`src/rtl/frog_controller_if.sv`:
```
// Frog position / level-counter link: position and pulses out of the controller,
// return-home request back in.
interface frog_controller_if #(
  parameter int unsigned X_BITS = 5,
  parameter int unsigned Y_BITS = 4
);
  logic              reset_frog;
  logic [X_BITS-1:0] frog_x;
  logic [Y_BITS-1:0] frog_y;
  logic              frog_at_top;
  logic              frog_moved;

  modport master (
    input  reset_frog,
    output frog_x,
    output frog_y,
    output frog_at_top,
    output frog_moved
  );

  modport slave (
    output reset_frog,
    input  frog_x,
    input  frog_y,
    input  frog_at_top,
    input  frog_moved
  );
endinterface

```
`src/rtl/frog_controller.sv`:
```
// Frog position controller: debounces four direction buttons, steps the frog one cell per
// press, and signals arrival at the top row to the level counter.
module frog_controller #(
  parameter int unsigned GRID_W          = 20,
  parameter int unsigned GRID_H          = 15,
  parameter int unsigned START_X         = 10,
  parameter int unsigned START_Y         = 14,
  parameter int unsigned DEBOUNCE_CYCLES = 250000,
  parameter int unsigned X_BITS          = 5,
  parameter int unsigned Y_BITS          = 4
) (
  input  logic               clk,
  input  logic               reset_n,
  input  logic               i_btn_up,
  input  logic               i_btn_down,
  input  logic               i_btn_left,
  input  logic               i_btn_right,
  frog_controller_if.master  bus
);

  localparam int unsigned CNT_W = (DEBOUNCE_CYCLES > 1) ? $clog2(DEBOUNCE_CYCLES) : 1;
  localparam logic [CNT_W-1:0]  CNT_MAX = CNT_W'(DEBOUNCE_CYCLES - 1);
  localparam logic [X_BITS-1:0] X_HOME  = X_BITS'(START_X);
  localparam logic [X_BITS-1:0] X_MAX   = X_BITS'(GRID_W - 1);
  localparam logic [Y_BITS-1:0] Y_HOME  = Y_BITS'(START_Y);
  localparam logic [Y_BITS-1:0] Y_MAX   = Y_BITS'(GRID_H - 1);
  localparam logic [Y_BITS-1:0] Y_ONE   = Y_BITS'(1);

  typedef enum logic [1:0] {StPlay, StAtTop, StWaitHome} state_e;

  // Bit order: 0 up, 1 down, 2 left, 3 right (also the step priority order).
  logic [3:0]            w_btn_raw;
  logic [3:0]            r_sync1;
  logic [3:0]            r_sync2;
  logic [3:0]            r_db;
  logic [3:0]            r_db_prev;
  logic [3:0]            r_evt;
  logic [3:0][CNT_W-1:0] r_cnt;

  assign w_btn_raw = {i_btn_right, i_btn_left, i_btn_down, i_btn_up};

  always_ff @(posedge clk or negedge reset_n) begin
    if (!reset_n) begin
      r_sync1   <= '0;
      r_sync2   <= '0;
      r_db      <= '0;
      r_db_prev <= '0;
      r_evt     <= '0;
      r_cnt     <= '0;
    end else begin
      r_sync1   <= w_btn_raw;
      r_sync2   <= r_sync1;
      r_db_prev <= r_db;
      r_evt     <= r_db & ~r_db_prev;
      for (int b = 0; b < 4; b++) begin
        if (r_sync2[b] == r_db[b]) begin
          r_cnt[b] <= '0;
        end else if (r_cnt[b] == CNT_MAX) begin
          r_cnt[b] <= '0;
          r_db[b]  <= r_sync2[b];
        end else begin
          r_cnt[b] <= r_cnt[b] + 1'b1;
        end
      end
    end
  end

  state_e            r_state;
  state_e            w_state_next;
  logic [X_BITS-1:0] r_x;
  logic [X_BITS-1:0] w_x_next;
  logic [Y_BITS-1:0] r_y;
  logic [Y_BITS-1:0] w_y_next;
  logic              r_moved;
  logic              w_moved_next;

  always_ff @(posedge clk or negedge reset_n) begin
    if (!reset_n) begin
      r_state <= StPlay;
      r_x     <= X_HOME;
      r_y     <= Y_HOME;
      r_moved <= 1'b0;
    end else begin
      r_state <= w_state_next;
      r_x     <= w_x_next;
      r_y     <= w_y_next;
      r_moved <= w_moved_next;
    end
  end

  always_comb begin
    w_state_next = r_state;
    w_x_next     = r_x;
    w_y_next     = r_y;
    w_moved_next = 1'b0;
    case (r_state)
      StPlay: begin
        if (bus.reset_frog) begin
          w_x_next = X_HOME;
          w_y_next = Y_HOME;
        end else if (r_evt[0]) begin
          // The highest-priority event wins even if it is clamped; lower ones are dropped.
          if (r_y != '0) begin
            w_y_next     = r_y - 1'b1;
            w_moved_next = 1'b1;
            if (r_y == Y_ONE) w_state_next = StAtTop;
          end
        end else if (r_evt[1]) begin
          if (r_y != Y_MAX) begin
            w_y_next     = r_y + 1'b1;
            w_moved_next = 1'b1;
          end
        end else if (r_evt[2]) begin
          if (r_x != '0) begin
            w_x_next     = r_x - 1'b1;
            w_moved_next = 1'b1;
          end
        end else if (r_evt[3]) begin
          if (r_x != X_MAX) begin
            w_x_next     = r_x + 1'b1;
            w_moved_next = 1'b1;
          end
        end
      end
      StAtTop: begin
        if (bus.reset_frog) begin
          w_state_next = StPlay;
          w_x_next     = X_HOME;
          w_y_next     = Y_HOME;
        end else begin
          w_state_next = StWaitHome;
        end
      end
      StWaitHome: begin
        if (bus.reset_frog) begin
          w_state_next = StPlay;
          w_x_next     = X_HOME;
          w_y_next     = Y_HOME;
        end
      end
      default: w_state_next = StPlay;
    endcase
  end

  always_comb begin
    bus.frog_x      = r_x;
    bus.frog_y      = r_y;
    bus.frog_moved  = r_moved;
    bus.frog_at_top = (r_state == StAtTop);
  end

endmodule

```
`src/flat_wrapper.sv`:
```
// flat-port wrapper written by rule: the top's interface ports become plain ports
module frog_controller_flat 
#(
  parameter int unsigned GRID_W          = 20,
  parameter int unsigned GRID_H          = 15,
  parameter int unsigned START_X         = 10,
  parameter int unsigned START_Y         = 14,
  parameter int unsigned DEBOUNCE_CYCLES = 250000,
  parameter int unsigned X_BITS          = 5,
  parameter int unsigned Y_BITS          = 4
)
  (clk, reset_n, i_btn_up, i_btn_down, i_btn_left, i_btn_right, bus_reset_frog, bus_frog_x, bus_frog_y, bus_frog_at_top, bus_frog_moved);
  frog_controller_if #(.X_BITS(X_BITS), .Y_BITS(Y_BITS)) bus_i ();
  input  logic clk;
  input  logic reset_n;
  input  logic i_btn_up;
  input  logic i_btn_down;
  input  logic i_btn_left;
  input  logic i_btn_right;
  input wire logic [$bits(bus_i.reset_frog)-1:0] bus_reset_frog;
  output wire logic [$bits(bus_i.frog_x)-1:0] bus_frog_x;
  output wire logic [$bits(bus_i.frog_y)-1:0] bus_frog_y;
  output wire logic [$bits(bus_i.frog_at_top)-1:0] bus_frog_at_top;
  output wire logic [$bits(bus_i.frog_moved)-1:0] bus_frog_moved;
  assign bus_i.reset_frog = bus_reset_frog;
  assign bus_frog_x = bus_i.frog_x;
  assign bus_frog_y = bus_i.frog_y;
  assign bus_frog_at_top = bus_i.frog_at_top;
  assign bus_frog_moved = bus_i.frog_moved;
  frog_controller #(.GRID_W(GRID_W), .GRID_H(GRID_H), .START_X(START_X), .START_Y(START_Y), .DEBOUNCE_CYCLES(DEBOUNCE_CYCLES), .X_BITS(X_BITS), .Y_BITS(Y_BITS)) u_core (.clk(clk), .reset_n(reset_n), .i_btn_up(i_btn_up), .i_btn_down(i_btn_down), .i_btn_left(i_btn_left), .i_btn_right(i_btn_right), .bus(bus_i));
endmodule
```
`config.mk`:
```
export PLATFORM = sky130hd
export DESIGN_NAME = frog_controller_flat
export DESIGN_NICKNAME = d
export VERILOG_FILES = /design/src/rtl/frog_controller_if.sv /design/src/rtl/frog_controller.sv /design/src/flat_wrapper.sv
export SDC_FILE = /design/constraint.sdc
export NUM_CORES = 1
export LEC_CHECK = 0
export CORE_MARGIN = 1.5
export CORE_UTILIZATION = 51
export DETAILED_ROUTE_END_ITERATION = 7
export PLACE_DENSITY = 0.64
export SYNTH_ARGS = -nofsm -noshare
export SYNTH_HDL_FRONTEND = slang
export SYNTH_SLANG_ARGS = --single-unit
```
`constraint.sdc`:
```
create_clock -name clk -period 3.6 [get_ports clk]
set_clock_uncertainty 0.15 [all_clocks]
set_input_delay 0.9 -clock clk [delete_from_list [all_inputs] [get_ports clk]]
set_output_delay 0.9 -clock clk [all_outputs]
set_load 0.005 [all_outputs]
```
==> results.json, run 1 <==
{
  "outcome": "completed",
  "overflow": 0,
  "ys_ff_latch": 104,
  "initial_core_util_pct": 52.2,
  "timing.fmax_mhz": 378,
  "synth-edff-count": 0,
  "endpoint": "bus_frog_at_top",
  "synth_fa_ha_area_share_pct": 4.11,
  "start_kind": "register",
  "maxCapViolCount": 0,
  "antenna_found_initial": 0,
  "relSlewSlack_pct": 53.6,
  "cts_resized": 0,
  "slew_violations": 0,
  "antenna_cells": 0,
  "detail-route-antenna-nets": 0,
  "synth-xor-area-share_pct": 12.3,
  "worstMarginPinSlew_ns": 0.696,
  "syn_avg_cell_area_um2": 10.4,
  "synthFlopType": "dfrtp_1",
  "clk_pin_slew_worst_paths_ns": 0.10,
  "gp_congestion": 0.780,
  "grt_max_degree": 55,
  "grt_util_met3_pct": 4.47,
  "cts-root-buf": "clkbuf_8",
  "synth_top_family_by_area": "simple AND/OR/NAND/NOR gates",
  "synth_seq_area_share_pct": 51.6,
  "r2r_cells": 7,
  "cts_max_path_buffers": 2,
  "final_cell_mix": "99 x dfrtp_1, 98 x nor2_1, 36 x xnor2_1, 35 x xor2_1, 28 x nand3_1",
  "synthTopCellsByArea": "dfrtp_1 49%, nor2_1 7.3%, xnor2_1 6.2%",
  "power.leakage_uw": 0.00244,
  "io_buffers": 17,
  "crit_arrival_ns": 1.60,
  "layout-drive-gt1-share_pct": 7.42,
  "grt_busiest_layer": "met2",
  "row_count": 36,
  "min_period_over_period_pct": 73.5,
  "crit_slowest_cell": "clkdlybuf4s50_1",
  "path_depth": 3,
  "die_w_um": 103,
  "drtIter0Drc": 180,
  "synth_top_area_share_pct": 49.0,
  "cts_max_level": 3,
  "synthArstFlopShare_pct": 100,
  "syn_nets": 510,
  "p_per_area_nw_per_um2": 413,
  "synth_compound_area_share_pct": 4.87,
  "grt_util_met2_pct": 27.1,
  "critPathLaunch": "u_core.r_state[1]",
  "synth_cells": 487,
  "dieArea_um2": 10500,
  "vias": 3339,
  "synth_cell_type_count": 53,
  "dr.pass1.iters": 4,
  "vias_per_cell": 5.18,
  "cp_num_buf_inv": 2,
  "grt_pass1_wl_mm": 14.7,
  "routed_wl_mm": 8.43,
  "drc": 0,
  "hold_class": "reg2reg",
  "yosys.area.top_type": "dfrtp_1",
  "reg2reg_slack_ns": 1.36,
  "critical-path-top-delay-family": "buffers and inverters",
  "area_delta_synth_final_pct": 10.9,
  "netlist_area_um2": 5060,
  "worstPathRequired_ns": 2.55,
  "worstSetupEndpointType": "output port",
  "cts_setup_buffers": 0,
  "rsz0062_at_grt": "false",
  "grt_pass1_vias": 3111,
  "crit_path_cell_trace": "inv_1, ha_1, clkdlybuf4s50_1",
  "cp_max_fo": 4,
  "tritoncts": "built",
  "layout.nets": 530,
  "clk_latency_ns": 0.37,
  "cts.sinks": 104,
  "max_stage_delay_ns": 0.50,
  "peakVddDrop_mv": 0.350,
  "synth.area.mux_share_pct": 1.31,
  "r2r-start": "u_core.bus.frog_y[1]",
  "routedWlPerCell_um": 13.1,
  "use_met1_pct": 25.0,
  "setup_viol": 0,
  "final_common_cell": "dfrtp_1",
  "cts_made_buffers": 9,
  "num_io_pins": 18,
  "layout_min_cycle_time_ns": 2.65,
  "r2r-end": "u_core.bus.frog_y[2]",
  "dpl.hpwl_mm": 5.67,
  "hold_violations": 0,
  "track_usage_pct": 17.9,
  "final_cells": 645,
  "fin_tns_setup_ns": 0,
  "placedCellCount": 629,
  "synthSimpleGateAreaFrac_pct": 23.6,
  "cts_hold_buf": 0,
  "critPathKind": "reg2out",
  "die_y_um": 103,
  "core_um2": 9680,
  "ys_warn_count": 0
}
per-stage QoR:
step	area, um^2	hold slack (ns)	total power (uW)	setup slack [ns]	utilization (%)
5_1_grt	5610	0.223	2430	0.871	57.9
3_5_place_dp	5350	0.185	1430	0.739	55.2
6_report	5610	0.207	2320	0.953	57.9
2_1_floorplan	5060	0.181	1350	1.49	-
4_1_cts	5610	0.208	2360	0.919	57.9
3_3_place_gp	5350	0.183	1420	0.796	55.2
routing by layer:
| metal | wire length [um] | vias up |
|---|---|---|
| met2 | 3820 | 43 |
| met4 | 129 | 0 |
| met5 | 0 | - |
| met3 | 245 | 13 |
| met1 | 4240 | 1603 |
| li1 | - | 1680 |
synthesized netlist by cell type (2+ instances only):
| master | number |
|---|---|
| nand3b_1 | 2 |
| nor2_1 | 98 |
| nor3_1 | 11 |
| dfrtp_1 | 99 |
| and2_1 | 3 |
| a21o_1 | 2 |
| nor4_1 | 4 |
| nand3_1 | 28 |
| nor4b_1 | 4 |
| or4_1 | 2 |
| xnor2_1 | 36 |
| o31ai_1 | 3 |
| mux2_2 | 5 |
| nor4_2 | 2 |
| and3_1 | 9 |
| nor4bb_1 | 2 |
| o21ai_1 | 2 |
| and4_1 | 8 |
| nand2b_1 | 8 |
| buf_4 | 5 |
| a21oi_1 | 6 |
| nor2b_1 | 9 |
| o21ai_0 | 4 |
| nand2_1 | 26 |
| ha_1 | 15 |
| or3_1 | 2 |
| dfstp_2 | 5 |
| xor2_1 | 35 |
| or2_1 | 2 |
| nand4_1 | 13 |
| inv_1 | 14 |
| buf_2 | 2 |
state kept, by name (all words and copies together), names as in the netlist:
register and count:
u_core.r_sync1 4, u_core.r_sync2 4, u_core.r_evt 4, u_core.r_state 2
u_core.r_db_prev 4, u_core.r_cnt 72, u_core.bus.frog_moved 1, u_core.r_db 4
u_core.bus.frog_x 5, u_core.bus.frog_y 4
worst register-to-register path: stages (launching register included):
cell,delay (ns)
dfstp_2,0.61
inv_1,0.10
ha_1,0.23
and4bb_1,0.22
a311o_1,0.32
a21boi_4,0.26
and4_1,0.25
nor3_2,0.04
worst min-delay path by stage:
stage          slack, ns                 to  cells past startpoint         startpoint
2_1_floorplan       0.18  u_core.r_sync2[0]                      0  u_core.r_sync1[0]
3_3_place_gp        0.18  u_core.r_sync2[1]                      0  u_core.r_sync1[1]
3_5_place_dp        0.18  u_core.r_sync2[1]                      0  u_core.r_sync1[1]
4_1_cts             0.21  u_core.r_sync2[1]                      0  u_core.r_sync1[1]
5_1_grt             0.22  u_core.r_sync2[3]                      0  u_core.r_sync1[3]
6_report            0.21  u_core.r_sync2[1]                      0  u_core.r_sync1[1]
where the power goes:
part / total [uW] / internal (uW) / switching, uW / leakage (uW)
sequential: 1240 / 1200 / 35.8 / 0.00140
combinational: 160 / 74.8 / 85.3 / 0.000907
clock: 918 / 534 / 384 / 0.000128
total: 2320 / 1810 / 505 / 0.00244
area by class of cell:
type                       instances  area (um^2)
sequential                       104         2610
clock inverter                     5          129
tap                              133          166
inverter                          14         52.6
fill                             820         4080
timing repair buffer              18          188
clock buffer                      11          131
multi-input combinational        360         2330
logic make-up after synthesis:
group | Yosys count
AO/OA/AOI/OAI | 30
AND/OR/NAND/NOR | 237
flip-flops | 104
XOR/XNOR | 71
multiplexers | 6
adder cells (fa/ha/maj) | 16
buffers and inverters | 23
Power figures use the tool's default switching activity.
==> run 2: changes to the inputs <==
Clock period 3.6 ns to 2.5 ns, I/O delays scaled along.
==> run 2 against run 1 <==
Via count rose by 2.2%. First-iteration DRC count decreased by 22%. Sequential power is 44% higher.
==> results.json, run 2 (synthesized netlist as in run 1, its figures left out) <==
{
  "peakVddDrop_mv": 0.432,
  "dieArea_um2": 10500,
  "clk_latency_ns": 0.37,
  "tritoncts": "built",
  "die_w_um": 103,
  "rsz0062_at_grt": "false",
  "area_delta_synth_final_pct": 11.2,
  "worstSetupEndpointType": "output port",
  "io_buffers": 17,
  "final_common_cell": "dfrtp_1",
  "r2r-end": "u_core.bus.frog_y[2]",
  "dpl-instance-area_um2": 5400,
  "setup_viol": 0,
  "top_register": "u_core.r_cnt",
  "worstPathRequired_ns": 1.73,
  "place_ws_ns": 0.0686,
  "cp_max_fo": 4,
  "hold_violations": 0,
  "final_cells": 652,
  "routedWlPerCell_um": 13.0,
  "layout_setup_ws_ns": 0.149,
  "cts_max_level": 3,
  "layout_min_cycle_time_ns": 2.35,
  "placedCellCount": 636,
  "r2r_cells": 7,
  "layout.nets": 537,
  "track_usage_pct": 18.3,
  "start_kind": "register",
  "overflow": 0,
  "cts_resized": 0,
  "grt_max_degree": 75,
  "min_period_over_period_pct": 94.1,
  "critPathLaunch": "u_core.r_state[1]",
  "cts.sinks": 104,
  "antenna_found_initial": 0,
  "cts_max_path_buffers": 2,
  "cts_made_buffers": 9,
  "routed_wl_mm": 8.45,
  "gp_congestion": 0.753,
  "largest_register_ffs": 72,
  "worstMarginPinSlew_ns": 0.464,
  "clk_pin_slew_worst_paths_ns": 0.10,
  "dpl.hpwl_mm": 5.65,
  "drtIter0Drc": 141,
  "hold_class": "in2async",
  "die_y_um": 103,
  "outcome": "completed",
  "slew_violations": 0,
  "drc": 0,
  "r2r-start": "u_core.bus.frog_y[1]",
  "antenna_cells": 0,
  "reg2reg_slack_ns": 0.33,
  "relSlewSlack_pct": 69.0,
  "p_per_area_nw_per_um2": 565,
  "cts_hold_buf": 0,
  "endpoint": "bus_frog_at_top",
  "cts-root-buf": "clkbuf_8",
  "maxCapViolCount": 0,
  "layout-drive-gt1-share_pct": 8.86,
  "grt_pass1_wl_mm": 15.0,
  "dr.pass1.iters": 4,
  "cts_setup_buffers": 0,
  "fin_tns_setup_ns": 0,
  "power.leakage_uw": 0.00245,
  "timing.fmax_mhz": 425,
  "grt_pass1_vias": 3308,
  "final_area_um2": 5620,
  "critPathKind": "reg2out",
  "num_io_pins": 18,
  "detail-route-antenna-nets": 0,
  "final_cell_mix": "99 x dfrtp_1, 98 x nor2_1, 36 x xnor2_1, 35 x xor2_1, 28 x nand3_1",
  "vias_per_cell": 5.23,
  "core_um2": 9680,
  "initial_core_util_pct": 52.2,
  "vias": 3412,
  "crit_arrival_ns": 1.58,
  "row_count": 36
}
==> run 2: cell types whose count changed in the layout (fill, tap and decap cells not counted), sizes merged <==
cell | before | now
buf | 2 | 9
bufinv | 4 | 2
clkinvlp | 0 | 2
==> run 2: area by class of cell <==
| class | instances | area [um^2] |
|---|---|---|
| fillers | 842 | 4060 |
| flip-flops and latches | 104 | 2610 |
| multi-input cells | 360 | 2330 |
| repair buffers | 25 | 240 |
| well taps | 133 | 166 |
| clock buffers | 11 | 141 |
| clock inverters | 5 | 80.1 |
| inverters | 14 | 52.6 |
==> run 2: power by group <==
group	switching, uW	internal [uW]
Sequential	50.0	1730
Clock	561	590
Combinational	125	115
Total	736	2440
==> run 2: through the flow <==
step | hold slack (ns) | utilization (%) | power [uW]
after floorplan | 0.179 | - | 1940
after global placement | 0.182 | 55.8 | 2050
after detailed placement | 0.187 | 55.8 | 2060
after CTS | 0.117 | 58.1 | 3230
after global routing | 0.133 | 58.1 | 3330
final | 0.100 | 58.1 | 3170
==> run 2: worst max-delay path: stages (launching register included) <==
cell             delay, ns
dfrtp_1               0.42
inv_1                 0.11
ha_1                  0.17
clkdlybuf4s50_1       0.50
==> run 2: how the worst min path moves through the flow <==
stage,to
after global placement,u_core.r_sync2[3]
final,u_core.r_db_prev[1]
after CTS,u_core.r_evt[1]
after floorplan,u_core.bus.frog_moved
after global routing,u_core.r_state[0]
after detailed placement,u_core.r_sync2[0]
==> run 2: layer usage <==
metal | GRT usage [%] | vias to the layer above | share of wire [%]
met5 | 0 | - | 0
met4 | 5.16 | 0 | 0.92
met3 | 5.83 | 6 | 2.7
met2 | 29.8 | 34 | 47
met1 | 23.6 | 1676 | 49
li1 | - | 1696 | -
==> run 3: changes to the inputs <==
Clock period 2.5 ns to 2.8 ns, I/O delays scaled along.
==> run 3 against run 2 <==
Utilization decreased by 0.35 points. First-iteration DRC count decreased by 34%. Setup slack improved by 0.20 ns. Power decreased by 9.9%. Sequential power decreased by 11%. Hold slack improved by 0.013 ns. Register-to-register slack improved by 0.22 ns. Via count increased by 0.26%. Critical path depth unchanged. Clock power decreased by 8%. Clock-buffer cell count decreased by 2. Die area unchanged.
==> results.json, run 3 (synthesized netlist as in run 1, its figures left out) <==
{
  "timing.fmax_mhz": 408,
  "drtIter0Drc": 93,
  "cts_setup_buffers": 0,
  "fin_tns_setup_ns": 0,
  "crit_arrival_ns": 1.60,
  "start_kind": "register",
  "layout.nets": 532,
  "cts_resized": 0,
  "top_register": "u_core.r_cnt",
  "crit_path_cell_trace": "inv_1, ha_1, clkdlybuf4s50_1",
  "detail-route-antenna-nets": 0,
  "drc": 0,
  "initial_core_util_pct": 52.2,
  "max_stage_delay_ns": 0.50,
  "final_common_cell": "dfrtp_1",
  "power.leakage_uw": 0.00243,
  "cts_hold_buf": 0,
  "cts_max_path_buffers": 2,
  "power_uw": 2860,
  "r2r_cells": 7,
  "cp_num_buf_inv": 2,
  "clk_latency_ns": 0.38,
  "worstMarginPinSlew_ns": 0.674,
  "routedWlPerCell_um": 13.6,
  "rsz0062_at_grt": "false",
  "hold_violations": 0,
  "layout-drive-gt1-share_pct": 8.17,
  "p_per_area_nw_per_um2": 512,
  "r2r-end": "u_core.bus.frog_y[2]",
  "clk_pin_slew_worst_paths_ns": 0.10,
  "gp_congestion": 0.773,
  "critPathKind": "reg2out",
  "dieArea_um2": 10500,
  "r2r-start": "u_core.bus.frog_y[1]",
  "antenna_cells": 0,
  "area_delta_synth_final_pct": 10.5,
  "io_buffers": 17,
  "layout_min_cycle_time_ns": 2.45,
  "largest_register_ffs": 72,
  "track_usage_pct": 18.8,
  "hold_class": "in2async",
  "tritoncts": "built",
  "outcome": "completed",
  "critical-path-top-delay-family": "buffers and inverters",
  "cts-root-buf": "clkbuf_8",
  "cts_made_buffers": 9,
  "overflow": 0,
  "antenna_found_initial": 0,
  "reg2reg_slack_ns": 0.55,
  "slew_violations": 0,
  "min_period_over_period_pct": 87.5,
  "vias": 3421,
  "maxCapViolCount": 0,
  "routed_wl_mm": 8.82,
  "grt_pass1_vias": 3418,
  "peakVddDrop_mv": 0.408,
  "grt_pass1_wl_mm": 15.5,
  "row_count": 36,
  "dr.pass1.iters": 7,
  "grt_max_degree": 49,
  "crit_slowest_cell": "clkdlybuf4s50_1",
  "die_y_um": 103,
  "cts.sinks": 104,
  "worstSetupEndpointType": "output port",
  "dpl.hpwl_mm": 5.96,
  "core_um2": 9680,
  "setup_viol": 0,
  "cp_max_fo": 4,
  "die_w_um": 103,
  "cts_max_level": 3,
  "final_cell_mix": "99 x dfrtp_1, 98 x nor2_1, 36 x xnor2_1, 35 x xor2_1, 28 x nand3_1",
  "worstPathRequired_ns": 1.95,
  "num_io_pins": 18,
  "relSlewSlack_pct": 55.0,
  "vias_per_cell": 5.29
}
run 3: changes by cell type in the layout (fill, tap and decap cells not counted), sizes merged:
cell	previous run	this run
buf	9	4
clkbuf	11	9
clkinv	1	0
inv	14	17
run 3: how the worst max path moves through the flow:
stage / start / to / slack [ns] / depth (start not counted)
after floorplan: u_core.bus.frog_y[1] / u_core.bus.frog_y[2] / 0.77 / 7
final: u_core.r_state[1] / bus_frog_at_top / 0.35 / 3
after detailed placement: bus_reset_frog / u_core.bus.frog_x[0] / 0.20 / 6
after global routing: u_core.r_state[1] / bus_frog_at_top / 0.26 / 3
after global placement: bus_reset_frog / u_core.bus.frog_x[0] / 0.24 / 6
after CTS: u_core.r_state[1] / bus_frog_at_top / 0.31 / 3
run 3: power by group:
part	switching [uW]	internal, uW	leakage [uW]
logic	111	98.3	0.000917
clock network	545	513	0.000107
registers	45.6	1550	0.00140
total	702	2160	0.00243
run 3: layout make-up:
class	instances	area (um^2)
clock inverters	7	101
well taps	133	166
fillers	856	4100
inverters	14	52.6
repair buffers	20	203
clock buffers	9	124
flip-flops and latches	104	2610
multi-input cells	360	2330
run 3: routing by layer:
| layer | vias to the layer above | track usage [%] | wire length [um] |
|---|---|---|---|
| met4 | 0 | 5.58 | 111 |
| met1 | 1667 | 24.7 | 4280 |
| met3 | 10 | 5.56 | 326 |
| met5 | - | 0 | 0 |
| met2 | 50 | 30.5 | 4110 |
| li1 | 1694 | - | - |
run 3: per-stage QoR:
| step | hold WS, ns | std cells | worst slack, ns | util (%) | instance area, um^2 |
|---|---|---|---|---|---|
| floorplan | 0.181 | 487 | 0.774 | - | 5060 |
| global placement | 0.183 | 631 | 0.237 | 55.4 | 5360 |
| detailed placement | 0.185 | 631 | 0.202 | 55.4 | 5360 |
| CTS | 0.111 | 647 | 0.310 | 57.7 | 5590 |
| global route | 0.132 | 647 | 0.264 | 57.7 | 5590 |
| finish | 0.113 | 647 | 0.351 | 57.7 | 5590 |
